## src/rtl/pet_ram_arbiter.sv

```systemverilog
// Video/CPU arbiter for the single-port PET screen RAM: video fetch has priority,
// with a bounded-starvation escape so a waiting CPU request gets every (STARVE_MAX+1)th slot.
module pet_ram_arbiter #(
    parameter int ADDR_W     = 10,
    parameter int DATA_W     = 8,
    parameter int STARVE_MAX = 4
) (
    input  logic              clk,
    input  logic              reset_n,

    input  logic              vid_req,
    input  logic [ADDR_W-1:0] vid_addr,
    output logic              vid_ack,
    output logic              vid_rvalid,
    output logic [DATA_W-1:0] vid_rdata,

    input  logic              cpu_req,
    input  logic              cpu_we,
    input  logic [ADDR_W-1:0] cpu_addr,
    input  logic [DATA_W-1:0] cpu_wdata,
    output logic              cpu_ack,
    output logic              cpu_rvalid,
    output logic [DATA_W-1:0] cpu_rdata,

    output logic              ram_en,
    output logic              ram_we,
    output logic [ADDR_W-1:0] ram_addr,
    output logic [DATA_W-1:0] ram_wdata,
    input  logic [DATA_W-1:0] ram_rdata
);

    localparam int SW = (STARVE_MAX < 1) ? 1 : $clog2(STARVE_MAX + 1);
    localparam logic [SW-1:0] STARVE_LIM = SW'(STARVE_MAX);

    logic              grant_vid;
    logic              grant_cpu;

    logic [SW-1:0]     starve_q,    starve_d;
    logic              ram_en_q,    ram_en_d;
    logic              ram_we_q,    ram_we_d;
    logic [ADDR_W-1:0] ram_addr_q,  ram_addr_d;
    logic [DATA_W-1:0] ram_wdata_q, ram_wdata_d;

    // Tag pipeline: stage 1 follows the RAM command, stage 2 marks returning read data.
    logic              rd1_vld_q,   rd1_vld_d;
    logic              rd1_cpu_q,   rd1_cpu_d;
    logic              vid_rv_q,    vid_rv_d;
    logic              cpu_rv_q,    cpu_rv_d;
    logic [DATA_W-1:0] vid_rdata_q, vid_rdata_d;
    logic [DATA_W-1:0] cpu_rdata_q, cpu_rdata_d;

    // Grants are gated by reset_n so no ack can escape while the block is held in reset.
    always_comb begin
        grant_vid = 1'b0;
        grant_cpu = 1'b0;
        if (reset_n) begin
            if (vid_req && !(cpu_req && (starve_q == STARVE_LIM))) begin
                grant_vid = 1'b1;
            end else if (cpu_req) begin
                grant_cpu = 1'b1;
            end
        end
    end

    always_comb begin
        starve_d = starve_q;
        if (!cpu_req || grant_cpu) begin
            starve_d = '0;
        end else if (grant_vid && (starve_q != STARVE_LIM)) begin
            starve_d = starve_q + 1'b1;
        end
    end

    always_comb begin
        ram_en_d    = grant_vid | grant_cpu;
        ram_we_d    = grant_cpu & cpu_we;
        ram_addr_d  = ram_addr_q;
        ram_wdata_d = ram_wdata_q;
        if (grant_vid) begin
            ram_addr_d = vid_addr;
        end else if (grant_cpu) begin
            ram_addr_d  = cpu_addr;
            ram_wdata_d = cpu_wdata;
        end

        rd1_vld_d = grant_vid | (grant_cpu & ~cpu_we);
        rd1_cpu_d = grant_cpu;
        vid_rv_d  = rd1_vld_q & ~rd1_cpu_q;
        cpu_rv_d  = rd1_vld_q &  rd1_cpu_q;

        vid_rdata_d = vid_rv_q ? ram_rdata : vid_rdata_q;
        cpu_rdata_d = cpu_rv_q ? ram_rdata : cpu_rdata_q;
    end

    always_ff @(posedge clk or negedge reset_n) begin
        if (!reset_n) begin
            starve_q    <= '0;
            ram_en_q    <= 1'b0;
            ram_we_q    <= 1'b0;
            ram_addr_q  <= '0;
            ram_wdata_q <= '0;
            rd1_vld_q   <= 1'b0;
            rd1_cpu_q   <= 1'b0;
            vid_rv_q    <= 1'b0;
            cpu_rv_q    <= 1'b0;
            vid_rdata_q <= '0;
            cpu_rdata_q <= '0;
        end else begin
            starve_q    <= starve_d;
            ram_en_q    <= ram_en_d;
            ram_we_q    <= ram_we_d;
            ram_addr_q  <= ram_addr_d;
            ram_wdata_q <= ram_wdata_d;
            rd1_vld_q   <= rd1_vld_d;
            rd1_cpu_q   <= rd1_cpu_d;
            vid_rv_q    <= vid_rv_d;
            cpu_rv_q    <= cpu_rv_d;
            vid_rdata_q <= vid_rdata_d;
            cpu_rdata_q <= cpu_rdata_d;
        end
    end

    assign vid_ack    = grant_vid;
    assign cpu_ack    = grant_cpu;
    assign ram_en     = ram_en_q;
    assign ram_we     = ram_we_q;
    assign ram_addr   = ram_addr_q;
    assign ram_wdata  = ram_wdata_q;
    assign vid_rvalid = vid_rv_q;
    assign cpu_rvalid = cpu_rv_q;

    // The RAM's own output register is the data register for the N+2 beat; the local
    // copies only hold the last returned word while rvalid is low.
    assign vid_rdata  = vid_rv_q ? ram_rdata : vid_rdata_q;
    assign cpu_rdata  = cpu_rv_q ? ram_rdata : cpu_rdata_q;

endmodule

```

## config.mk

```make
export PLATFORM = sky130hd
export DESIGN_NAME = pet_ram_arbiter
export DESIGN_NICKNAME = d
export VERILOG_FILES = /design/src/rtl/pet_ram_arbiter.sv
export SDC_FILE = /design/constraint.sdc
export NUM_CORES = 1
export LEC_CHECK = 0
export ABC_AREA = 1
export BUFFER_PORTS_ARGS = -buffer_cell sky130_fd_sc_hd__buf_4
export CAP_MARGIN = 40
export CORE_MARGIN = 10
export CORE_UTILIZATION = 45
export DETAILED_ROUTE_END_ITERATION = 10
export GPL_TIMING_DRIVEN = 0
export PLACE_DENSITY = 0.78
export SKIP_CTS_REPAIR_TIMING = 1
export SLEW_MARGIN = 20
export SYNTH_ARGS = -nofsm -noshare
export SYNTH_HDL_FRONTEND = slang
export SYNTH_SLANG_ARGS = --single-unit
```

## constraint.sdc

```tcl
create_clock -name clk -period 2.17 [get_ports clk]
set_input_delay 0.434 -clock clk [delete_from_list [all_inputs] [get_ports clk]]
set_output_delay 0.434 -clock clk [all_outputs]
set_load 0.01 [all_outputs]
```

Word-level counts from Yosys, hierarchy flattened --
Cells that the tools add are included.
Word-level totals: register bits 43, latch bits 0, RAM bits 0, bits in read-only memories 0, input bits 41, memories 0
Cells by class: $add $sub $neg 1, $mul 0, divide/modulo/power cells 0, order comparisons 0, equal/unequal tests 2, shift operators 0, multiplexer cells 11, bitwise operators 9, reduce and logical (&&, ||, !) cells 9
Operators by type and width (count):
- $mux 10 | 2
- $mux 8 | 2
- $mux 3 | 2
- $mux 1 | 5
- $and 1x1->1 | 4
- $reduce_bool 2->1 | 2
- $add 3x1->3 const B | 1
- $eq 3x3->1 const B | 1
- $logic_and 1x1->1 | 3
- $ne 3x3->1 const B | 1
- $not 1->1 | 3
- $logic_not 1->1 | 2
- $or 1x1->1 | 2
- $reduce_and 2->1 | 1
- $logic_or 1x1->1 | 1

Longest topological paths before layout --
depth in word-level cells 9, depth in mapped cells 9, mapped depth without buffers 9

Worst setup path after synthesis --
OpenSTA, ideal clock, no wires.
kind reg2out, start point register starve_q[0], end point output cpu_ack, arrival time 1072 ps, path slack 664 ps, stages on the path, launching flop included 8, buffers on the path 1, cell sequence dfrtp_1 -> inv_1 -> ha_1 -> nand3_2 -> nand2_2 -> nand2_4 -> clkinv_4 -> buf_8
Between the ends: word-level cells in the longest chain between the ends 6
Ends and longest elaborated chain:
- start, declared | RTL line 38 | logic [SW-1:0] starve_q, starve_d;
- start signal, assigned | RTL line 109 | starve_q <= starve_d;
- $eq 3x3->1 | RTL line 57 | if (vid_req && !(cpu_req && (starve_q == STARVE_LIM))) begin
- $logic_and 1x1->1 | RTL line 57
- $logic_not 1->1 | RTL line 57
- $logic_and 1x1->1 | RTL line 57
- $mux 1 | RTL line 57
- $mux 1 | RTL line 56 | if (reset_n) begin
- end, declared | RTL line 21 | output logic cpu_ack,
No other way between the ends.

Final worst setup path --
Same ends and word-level chain as after synthesis.

==> flow_summary.yaml <==
power:
  ir_drop_v: 0.000431
  p_leak_nw: 1.36
  power_density_nw_per_um2: 785
sta:
  fin_worst_skew_ps: 3.94
  final.min_clock_period_ps: 2050
  setup_violations: 0
  max_slew.worst_pin.slew_ps: 403
  finalHoldViolCount: 0
  fmax_mhz: 489
  maxSlewHeadroom: 0.732
  finalCritPeriodShare: 0.943
  whs_ps: 56.2
  rsz0062_at_grt: "false"
  maxSlewViolCount: 0
  fin_tns_setup_ps: 0
outcome:
  outcome: "finished, final reports clean"
routing:
  routed_wl_um: 4400
  route.vias.total: 1409
  top_layer_used: "met4"
  vias_per_cell: 4.68
  final_antenna_net_count: 0
  dr_wl_met3_um: 508
  wirelength_met1_um: 1700
  drt_iter0_drc: 38
  firstDrtPassIters: 4
  remaining_drc_errors: 0
  met2_length_um: 2140
  route.detailed.wl_per_inst_um: 14.6
synthesis:
  synth-seq-area-share: 0.616
  avgSynthCellArea_um2: 10.7
  syn_inst: 164
  yosysWarningCount: 0
  syn_area_um2: 1750
  synth-seq-cells: 43
  yosysUniqueCellTypes: 19
  syn_nets: 207
clocking:
  clkTransAtPathRegs_ps: 70
  cts-buffers-inserted: 5
  cts_sinks: 43
  worstSkewPairLatency_ps: 280
  clock_path_buffers: 2
  cts_root_buffer: "clkbuf_8"
  cts_tree: "built"
  htree_num_levels: 2
placement:
  post-place-cells: 292
  gp_congestion: 0.792
  io_buffers: 80
  place_hpwl_um: 3510
global_route:
  grt_max_degree: 48
  grt_pass1_wl_um: 7080
  grt-ovfl-total: 0
  grt_antenna_before_repair: 0
  grtUsageTotal: 0.135
  grt_pass1_vias: 1501
final_layout:
  nets: 296
  area_growth_pct: 44.1
  final_cell_mix: "buf_4 (81), nand2_1 (63), dfrtp_1 (43)"
  diodes: 0
  fin_cells: 301
  drive_gt1_frac: 0.462
  layout_commonest_cell: "buf_4"
floorplan:
  placementRows: 22
  num_io_pins: 81
  die_w_um: 82.3
  core-area_um2: 3720
  start_util: 0.470
  die_height_um: 82.3
  floorplan.die_area_um2: 6770
setup_path:
  arrival_ps: 1610
  r2r_cells: 9
  start_kind: "flip-flop"
  end_kind: "primary output"
  cp_data_required_time_ps: 1740
  critPathKind: "reg2out"
  path_max_fanout: 11
flow_run:
  maxCapViolCount: 0
min_path:
  hp-class: "in2async"
==> per-stage QoR <==
stage / total power, mW / area, µm² / util / worst slack [ps]
2_1_floorplan: 1.20 / 1750 / - / 664
3_3_place_gp: 1.49 / 2410 / 0.648 / 75.4
3_5_place_dp: 1.51 / 2410 / 0.648 / 63.5
4_1_cts: 2.01 / 2490 / 0.671 / 67.8
5_1_grt: 2.10 / 2520 / 0.677 / 12.7
6_report: 1.98 / 2520 / 0.677 / 124
==> kinds of logic (layout without fill, tap and decap cells) <==
group,Yosys count,after routing,synth area share
compound gates,2,2,0.00645
xor+xnor,1,1,0.00502
fa+ha+maj,2,2,0.0143
buf+inv,16,105,0.0509
flops,43,43,0.616
mux,16,16,0.103
simple gates,84,84,0.204
==> path summary, 6_finish.rpt <==
path / startpoint / end / slack, ps
setup / recovery: starve_q[0] / cpu_ack / 120
hold / removal: reset_n / vid_rdata_q[1] / 60
setup reg to reg: starve_q[0] / ram_wdata[3] / 750
hold reg to reg: rd1_cpu_q / vid_rvalid / 430
max in group asynchronous: reset_n / vid_rdata_q[6] / 1810
min in group clk: cpu_wdata[0] / ram_wdata[0] / 340
==> Yosys cell counts <==
cell type / count / area share
buf_6: 1 / 0.0064
buf_2: 4 / 0.011
nand2_2: 2 / 0.0072
o22ai_1: 1 / 0.0036
nor2_1: 3 / 0.0064
inv_1: 8 / 0.017
xor2_1: 1 / 0.0050
ha_1: 2 / 0.014
inv_2: 1 / 0.0021
nand3_1: 10 / 0.029
nand2_1: 63 / 0.14
nand3_2: 1 / 0.0057
dfrtp_1: 43 / 0.62
mux2_2: 16 / 0.10
nand4_1: 4 / 0.014
clkinv_4: 1 / 0.0050
buf_8: 1 / 0.0086
nand2_4: 1 / 0.0064
o21ai_0: 1 / 0.0029
==> layer usage <==
| layer | global-route usage | up-vias |
|---|---|---|
| met5 | 0 | - |
| met2 | 0.205 | 54 |
| li1 | - | 693 |
| met3 | 0.0680 | 8 |
| met4 | 0.0527 | 0 |
| met1 | 0.160 | 654 |
==> state kept, by name, indices dropped and copies added, names as in the netlist <==
name	flops
cpu_rdata_q	8
cpu_rvalid	1
ram_addr	10
ram_en	1
ram_wdata	8
ram_we	1
rd1_cpu_q	1
rd1_vld_q	1
starve_q	3
vid_rdata_q	8
vid_rvalid	1
==> critical path, cell delays in order (launching register included) <==
cell and delay (ps):
dfrtp_1 370, inv_1 70, ha_1 220, nand3_2 90
nand2_2 80, nand2_4 100, clkinv_4 100, buf_8 150
buf_4 140
==> area by class of cell <==
cell class | count | area, µm²
clock inverter | 1 | 5.00
buffer | 6 | 48.8
timing repair buffer | 82 | 619
tap | 48 | 60.1
inverter | 10 | 42.5
multi-input combinational | 105 | 582
clock buffer | 6 | 82.6
sequential | 43 | 1080
fill | 307 | 1200
==> where the power goes <==
group | switching, mW | leakage [nW] | internal, mW
combinational | 0.237 | 0.782 | 0.282
clock | 0.240 | 0.0470 | 0.249
sequential | 0.0458 | 0.533 | 0.920
(Power assumes the default switching activity.)
